`src/rtl/sdram_pkg.sv`:
```
// Shared SDRAM command encodings and arbiter state encoding.
package sdram_pkg;

   // {cs_n, ras_n, cas_n, we_n}
   localparam logic [3:0] CMD_NOP  = 4'b0111;
   localparam logic [3:0] CMD_PRE  = 4'b0010;
   localparam logic [3:0] CMD_AREF = 4'b0001;
   localparam logic [3:0] CMD_ACT  = 4'b0011;
   localparam logic [3:0] CMD_WR   = 4'b0100;
   localparam logic [3:0] CMD_RD   = 4'b0101;

   typedef enum logic [2:0] {
      ST_IDLE  = 3'd0,
      ST_ARBIT = 3'd1,
      ST_AREF  = 3'd2,
      ST_WRITE = 3'd3,
      ST_READ  = 3'd4
   } arb_state_t;

endpackage

```
`src/rtl/sdram_arbit.sv`:
```
// SDRAM arbiter: hands the command bus to init, refresh, write or read.
// Refresh has priority; write/read ties alternate using last_wr.
module sdram_arbit
   import sdram_pkg::*;
(
   input  logic        sclk,
   input  logic        s_rst_n,
   input  logic        flag_init_end,
   input  logic [3:0]  init_cmd,
   input  logic [11:0] init_addr,
   input  logic        ref_req,
   input  logic        flag_ref_end,
   input  logic [3:0]  aref_cmd,
   input  logic [11:0] ref_addr,
   output logic        ref_en,
   input  logic        wr_req,
   input  logic        flag_wr_end,
   input  logic [3:0]  wr_cmd,
   input  logic [11:0] wr_addr,
   input  logic [1:0]  wr_bank,
   output logic        wr_en,
   input  logic        rd_req,
   input  logic        flag_rd_end,
   input  logic [3:0]  rd_cmd,
   input  logic [11:0] rd_addr,
   input  logic [1:0]  rd_bank,
   output logic        rd_en,
   output logic        sdram_cke,
   output logic        sdram_cs_n,
   output logic        sdram_ras_n,
   output logic        sdram_cas_n,
   output logic        sdram_we_n,
   output logic [1:0]  sdram_bank,
   output logic [11:0] sdram_addr
);

   arb_state_t  state, next_state;
   logic        last_wr;
   logic [3:0]  cmd;

   // State register.
   always_ff @(posedge sclk or negedge s_rst_n) begin
      if (!s_rst_n) state <= ST_IDLE;
      else          state <= next_state;
   end

   // Next-state: requests are only looked at in ARBIT, so every grant is
   // separated by at least one ARBIT cycle.
   always_comb begin
      next_state = state;
      case (state)
         ST_IDLE:  if (flag_init_end) next_state = ST_ARBIT;
         ST_ARBIT: begin
            if (ref_req)                next_state = ST_AREF;
            else if (wr_req && rd_req)  next_state = last_wr ? ST_READ : ST_WRITE;
            else if (wr_req)            next_state = ST_WRITE;
            else if (rd_req)            next_state = ST_READ;
         end
         ST_AREF:  if (flag_ref_end) next_state = ST_ARBIT;
         ST_WRITE: if (flag_wr_end)  next_state = ST_ARBIT;
         ST_READ:  if (flag_rd_end)  next_state = ST_ARBIT;
         default:  next_state = ST_IDLE;
      endcase
   end

   // One-cycle grant pulses on the ARBIT->X edge, and tie-break history.
   always_ff @(posedge sclk or negedge s_rst_n) begin
      if (!s_rst_n) begin
         ref_en  <= 1'b0;
         wr_en   <= 1'b0;
         rd_en   <= 1'b0;
         last_wr <= 1'b0;
      end else begin
         ref_en <= (state == ST_ARBIT) && (next_state == ST_AREF);
         wr_en  <= (state == ST_ARBIT) && (next_state == ST_WRITE);
         rd_en  <= (state == ST_ARBIT) && (next_state == ST_READ);
         if (state == ST_ARBIT && next_state == ST_WRITE)     last_wr <= 1'b1;
         else if (state == ST_ARBIT && next_state == ST_READ) last_wr <= 1'b0;
      end
   end

   // Clock enable rises on the first clock after reset release.
   always_ff @(posedge sclk or negedge s_rst_n) begin
      if (!s_rst_n) sdram_cke <= 1'b0;
      else          sdram_cke <= 1'b1;
   end

   // Command/address mux driven by the current owner of the bus.
   always_comb begin
      cmd        = CMD_NOP;
      sdram_addr = '0;
      sdram_bank = '0;
      case (state)
         ST_IDLE:  begin cmd = init_cmd; sdram_addr = init_addr; end
         ST_AREF:  begin cmd = aref_cmd; sdram_addr = ref_addr;  end
         ST_WRITE: begin cmd = wr_cmd;   sdram_addr = wr_addr; sdram_bank = wr_bank; end
         ST_READ:  begin cmd = rd_cmd;   sdram_addr = rd_addr; sdram_bank = rd_bank; end
         default:  ;
      endcase
   end

   assign {sdram_cs_n, sdram_ras_n, sdram_cas_n, sdram_we_n} = cmd;

endmodule

```
`config.mk`:
```
export PLATFORM = sky130hd
export DESIGN_NAME = sdram_arbit
export DESIGN_NICKNAME = d
export VERILOG_FILES = /design/src/rtl/sdram_pkg.sv /design/src/rtl/sdram_arbit.sv
export SDC_FILE = /design/constraint.sdc
export NUM_CORES = 1
export LEC_CHECK = 0
export ABC_CLOCK_PERIOD_IN_PS = 1400
export CORE_MARGIN = 4
export CORE_UTILIZATION = 25
export DETAILED_ROUTE_END_ITERATION = 8
export PLACE_DENSITY = 0.8
export SETUP_SLACK_MARGIN = 0.05
export SLEW_MARGIN = 20
export SYNTH_ARGS = -nofsm -noshare
export SYNTH_HDL_FRONTEND = slang
export SYNTH_SLANG_ARGS = --single-unit
```
`constraint.sdc`:
```
create_clock -name sclk -period 1.4 [get_ports sclk]
set_input_delay 0.21 -clock sclk [delete_from_list [all_inputs] [get_ports sclk]]
set_output_delay 0.21 -clock sclk [all_outputs]
set_load 0.01 [all_outputs]
```
==> results.cfg, run 1 <==
[cts]
clock_latency_ns = 0.24
clkTransAtPathRegs_ns = 0.05
cts_buffers = 3
cts_tree = done
root_buffer = clkbuf_4
holdBufCountCts = 0
clockBufferDepth = 2
cts_sinks = 8
cts.htree.levels = 1

[yosys]
netlist_area_um2 = 908
synthTopCellsByCount = 16 x mux2i_1, 14 x a2bb2oi_1, 13 x o2bb2ai_1
ys_warn_count = 0
ys_seq_area_share_pct = 22.0
synth_seq_cells = 8
avgSynthCellArea_um2 = 8.99
synth_edf_count = 0
synthArstFlopShare_pct = 100
yosys.area.top_type = dfrtp_1
synthTopCellsByArea = dfrtp_1 22%, mux2i_1 18%, a2bb2oi_1 13%
synth_top_area_share_pct = 22.0
synth_ff_type = dfrtp_1
syn_nets = 178
synth_most_common_cell = mux2i_1
post_synth_num_cell_types = 29
synth_cells = 101

[timing]
period_needed_ns = 1.71
fin_setup_tns_ns = -5.91
fmax_mhz = 586
drv_slew = 0
fin_hold_ws_ns = 0.235
skew_ns = 0.00373
finalSetupViolCount = 24
rsz0062_at_grt = true
finalWorstSetupSlack_ns = -0.307
period_share_pct = 122
hold_viol = 0

[layout]
antenna_cells = 0
nFillCells = 250
nNetsFinal = 306
drive_gt1_share_pct = 46.7
area_growth_syn_to_layout_pct = 177

[power_and_ir_drop]
pwr-share-seq_pct = 10.4
leakage_nw = 1.00
pwr-share-comb_pct = 85.3
total_power_mw = 3.77
switching_share_pct = 40.6
clock_power_share_pct = 4.3
pwr_density_cell_nw_per_um2 = 1500
switchingPower_mw = 1.53
ir_drop_mv = 1.00
intPower_mw = 2.24

[global_route]
grt_start_max_net_pins = 14
grt_util_all_layers_pct = 19.7
grt_antenna_before_repair = 0
grt_pass1_wl_mm = 7.09
grt_pass1_vias = 1547
grt-ovfl-total = 0

[setup_path]
critPathMaxFanout = 5
reg2reg_slack_ns = -0.27
r2r_cells = 6
required_ns = 1.19
start_kind = flop
cp.arrival_ns = 1.50
critPathKind = reg -> out
end_kind = output pin

[route]
remaining_drc_errors = 0
firstDrtPassIters = 4
finalWirelength_mm = 4.79
vias = 1382
initialDrtViolationCount = 37
postRouteAntennaNets = 0
detail_route.vias_per_cell = 5.06
post_drt_wl_per_cell_um = 17.6

[die]
ioPinCount = 99
core_um2 = 3420
row_count = 21
die_h_um = 68.3
die_x_um = 68.3
die_area_um2 = 4660
start_util_pct = 26.6

[placed_design]
hpwlAfterDp_mm = 3.44
routabilityCongestion = 0.732
dp_slack_ns = -0.425
portBuffers = 98

[run]
cap_viol_max_count = 0

[hold_path]
min_path_type = in -> async

[status]
status = finished, violations left
violations = negative setup slack
flip-flops by register name, summed over array words and instances (netlist names):
name and count:
sdram_cke 1, wr_en 1, last_wr 1, ref_en 1, state 3, rd_en 1
metal layers:
metal	routed length [um]	vias up	GRT usage (%)
met1	1700	655	21.3
li1	-	655	-
met2	2670	64	37.8
met3	347	8	3.28
met4	70	0	7.20
met5	0	-	0
cell type report:
cell class                 instances  area [um2]  share of cell area, %
clock buffer                       3        22.5                  0.896
inverter                           3        11.3                  0.448
multi-input combinational         81         977                   38.9
sequential                         8         204                   8.11
tap                               46        57.6                   2.29
timing repair buffer             132        1240                   49.4
metrics by stage:
stage / utilization, % / std cells / instance area, um2
5_1_grt: 73.6 / 273 / 2510
2_1_floorplan: - / 101 / 986
6_report: 73.6 / 273 / 2510
4_1_cts: 69.0 / 270 / 2360
3_3_place_gp: 62.7 / 256 / 2140
3_5_place_dp: 62.7 / 256 / 2140
power groups by stage:
stage          logic (mW)  clock network (mW)  registers, mW
2_1_floorplan        1.27                   0          0.359
3_3_place_gp         2.47                   0          0.367
4_1_cts              2.88               0.174          0.367
3_5_place_dp         2.52                   0          0.372
6_report             3.22               0.163          0.391
5_1_grt              3.43               0.174          0.404
placed cells by master (no fill, tap or decap), types with 4 or more instances in the layout:
| cell | count |
|---|---|
| mux2i_1 | 9 |
| buf_2 | 18 |
| buf_4 | 21 |
| o2bb2ai_2 | 10 |
| mux2i_4 | 4 |
| buf_6 | 7 |
| a21oi_1 | 4 |
| dfrtp_1 | 5 |
| a2bb2oi_2 | 10 |
| buf_12 | 5 |
| clkdlybuf4s50_1 | 80 |
path summary, 6_finish.rpt:
kind                          start             to
setup / recovery           state[1]  sdram_addr[0]
hold / removal              s_rst_n          rd_en
setup reg to reg           state[0]         ref_en
hold reg to reg             last_wr        last_wr
max in group asynchronous   s_rst_n       state[1]
min in group sclk           last_wr        last_wr
critical path, stage by stage (launching register included):
cell and delay [ns]:
dfrtp_2 0.47, nand2_2 0.10, nor2_4 0.04, buf_4 0.12, buf_4 0.12, buf_4 0.14
o2bb2ai_1 0.11, buf_2 0.14
cells by family (layout without fill, tap and decap cells):
kind of cell	Yosys count	count (layout)	share of synthesized area, %
other	1	1	0.413
AO/OA/AOI/OAI	44	44	38.6
flip-flops	8	8	22.0
AND/OR/NAND/NOR	20	20	15.3
multiplexers	16	16	17.6
buffers and inverters	12	138	6.06
repair_timing:
action / 4_1_cts / 5_1_grt
pin swaps: 11 / 18
setup endpoints to repair: 25 / 25
cloned: 1 / 0
buffers inserted: 11 / 5
gates resized for setup: 104 / 34
Power figures use the tool's default switching activity.
==> run 2, diff against run 1 <==
--- a/config.mk
+++ b/config.mk
@@ -8,6 +8,7 @@
 export ABC_CLOCK_PERIOD_IN_PS = 1400
 export CORE_MARGIN = 4
 export CORE_UTILIZATION = 25
+export CTS_CLUSTER_DIAMETER = 200
 export DETAILED_ROUTE_END_ITERATION = 8
 export PLACE_DENSITY = 0.8
 export SETUP_SLACK_MARGIN = 0.05
==> results of run 2 <==
Same layout as run 1: the final DEF is identical, and so are final timing and power.
==> run 3, diff against run 2 <==
--- a/config.mk
+++ b/config.mk
@@ -6,9 +6,9 @@
 export NUM_CORES = 1
 export LEC_CHECK = 0
 export ABC_CLOCK_PERIOD_IN_PS = 1400
+export CORE_ASPECT_RATIO = 0.75
 export CORE_MARGIN = 4
 export CORE_UTILIZATION = 25
-export CTS_CLUSTER_DIAMETER = 200
 export DETAILED_ROUTE_END_ITERATION = 8
 export PLACE_DENSITY = 0.8
 export SETUP_SLACK_MARGIN = 0.05
==> run 3 against run 2 <==
The run still ends with negative setup slack left. Sequential share of layout area rose by 0.14 points. Hold slack improved by 0.023 ns. Cell area decreased by 1.7%. Utilization is 0.96 points lower. Largest cell class unchanged.
==> results.cfg, run 3 (synthesized netlist as in run 1, its figures left out) <==
[power_and_ir_drop]
total_power_mw = 3.71
pwr_density_cell_nw_per_um2 = 1500
leakage_nw = 0.993
ir_drop_mv = 0.773

[cts]
clock_latency_ns = 0.22
cts_tree = done
cts.htree.levels = 1
clockBufferDepth = 2
clkTransAtPathRegs_ns = 0.04
cts_sinks = 8
holdBufCountCts = 0
root_buffer = clkbuf_8
cts_buffers = 3

[setup_path]
cp.arrival_ns = 1.50
cp_slowest_cell = dfrtp_2
critPathMaxFanout = 4
end_kind = output pin
start_kind = flop
cp_num_buf_inv = 3
path_delay_family = buffers and inverters
reg2reg_slack_ns = -0.24
slowest_delay_ns = 0.43
critPathKind = reg -> out
required_ns = 1.19
path_cells = buf_6 > buf_4 > mux2i_2 > a2bb2oi_2 > o2bb2ai_2 > buf_2

[die]
row_count = 18
ioPinCount = 99
core_um2 = 3400
start_util_pct = 26.7
die_h_um = 60.2
die_x_um = 77.6
die_area_um2 = 4670

[timing]
fin_setup_tns_ns = -5.20
drv_slew = 0
hold_viol = 0
finalWorstSetupSlack_ns = -0.307
finalSetupViolCount = 24
period_needed_ns = 1.71
period_share_pct = 122
rsz0062_at_grt = true
fin_hold_ws_ns = 0.258
skew_ns = 0.00117
fmax_mhz = 586

[layout]
fin_util_pct = 72.7
nFillCells = 223
regMostFlops = state
drive_gt1_share_pct = 47.3
largest_reg_flops = 3
seqCellArea_um2 = 204
layout_commonest_cell = clkdlybuf4s50_1
fin_cells = 276
multi_input_area_um2 = 952
area_growth_syn_to_layout_pct = 172
stdcell_area_um2 = 2470
antenna_cells = 0
final_cell_mix = 80 x clkdlybuf4s50_1, 19 x buf_4, 18 x buf_2
nNetsFinal = 305

[status]
status = finished, violations left
violations = negative setup slack

[placed_design]
place_area_um2 = 2140
routabilityCongestion = 0.873
hpwlAfterDp_mm = 3.70
portBuffers = 98
dp_slack_ns = -0.470
place_inst = 260

[route]
finalWirelength_mm = 5.05
detail_route.vias_per_cell = 4.92
post_drt_wl_per_cell_um = 18.3
initialDrtViolationCount = 22
vias = 1359
remaining_drc_errors = 0
firstDrtPassIters = 4
postRouteAntennaNets = 0

[global_route]
grt_pass1_vias = 1426
grt-ovfl-total = 0
grt_pass1_wl_mm = 7.03
grt_util_all_layers_pct = 19.2
grt_start_max_net_pins = 14
grt_antenna_before_repair = 0

[hold_path]
min_path_type = in -> async

[run]
cap_viol_max_count = 0
==> run 3: cell count changes in the layout (fill, tap and decap cells not counted), sizes merged <==
| cell | before | now |
|---|---|---|
| buf | 52 | 51 |
==> run 3: report_power, final <==
group          leakage (nW)  switching, mW  internal (mW)
registers            0.0999          0.101          0.310
clock network        0.0216         0.0841          0.186
logic                 0.871           1.37           1.66
==> run 3: cell type report <==
cell class,instances,area share (%)
timing repair buffer,131,48.6
multi-input combinational,81,38.5
sequential,8,8.25
tap,50,2.53
clock buffer,3,1.67
inverter,3,0.456
==> run 3: path summary, 6_finish.rpt <==
path | startpoint | end | cells past startpoint
max | state[1] | sdram_addr[9] | 6
min | s_rst_n | last_wr | 1
max reg2reg | state[1] | ref_en | 5
min reg2reg | last_wr | last_wr | 2
max in group asynchronous | s_rst_n | state[0] | 1
min in group sclk | flag_wr_end | state[1] | 4
==> run 3: worst reg2reg max path, delay by kind of cell (launching register included) <==
family	cells	cell delay, ns
simple gates	2	0.67
buf+inv	2	0.27
flops	1	0.43
compound gates	1	0.20
==> run 3: what timing repair did <==
item	CTS	global route
cloned	1	0
endpoints found under the setup margin	25	25
pin swaps	12	18
resized for setup	104	33
buffers inserted	10	3
==> run 3: metal layers <==
layer,track usage (%),share of wire [%]
met4,6.35,2.2
met1,22.3,39
met5,0,0
met3,2.86,5.2
met2,36.7,53
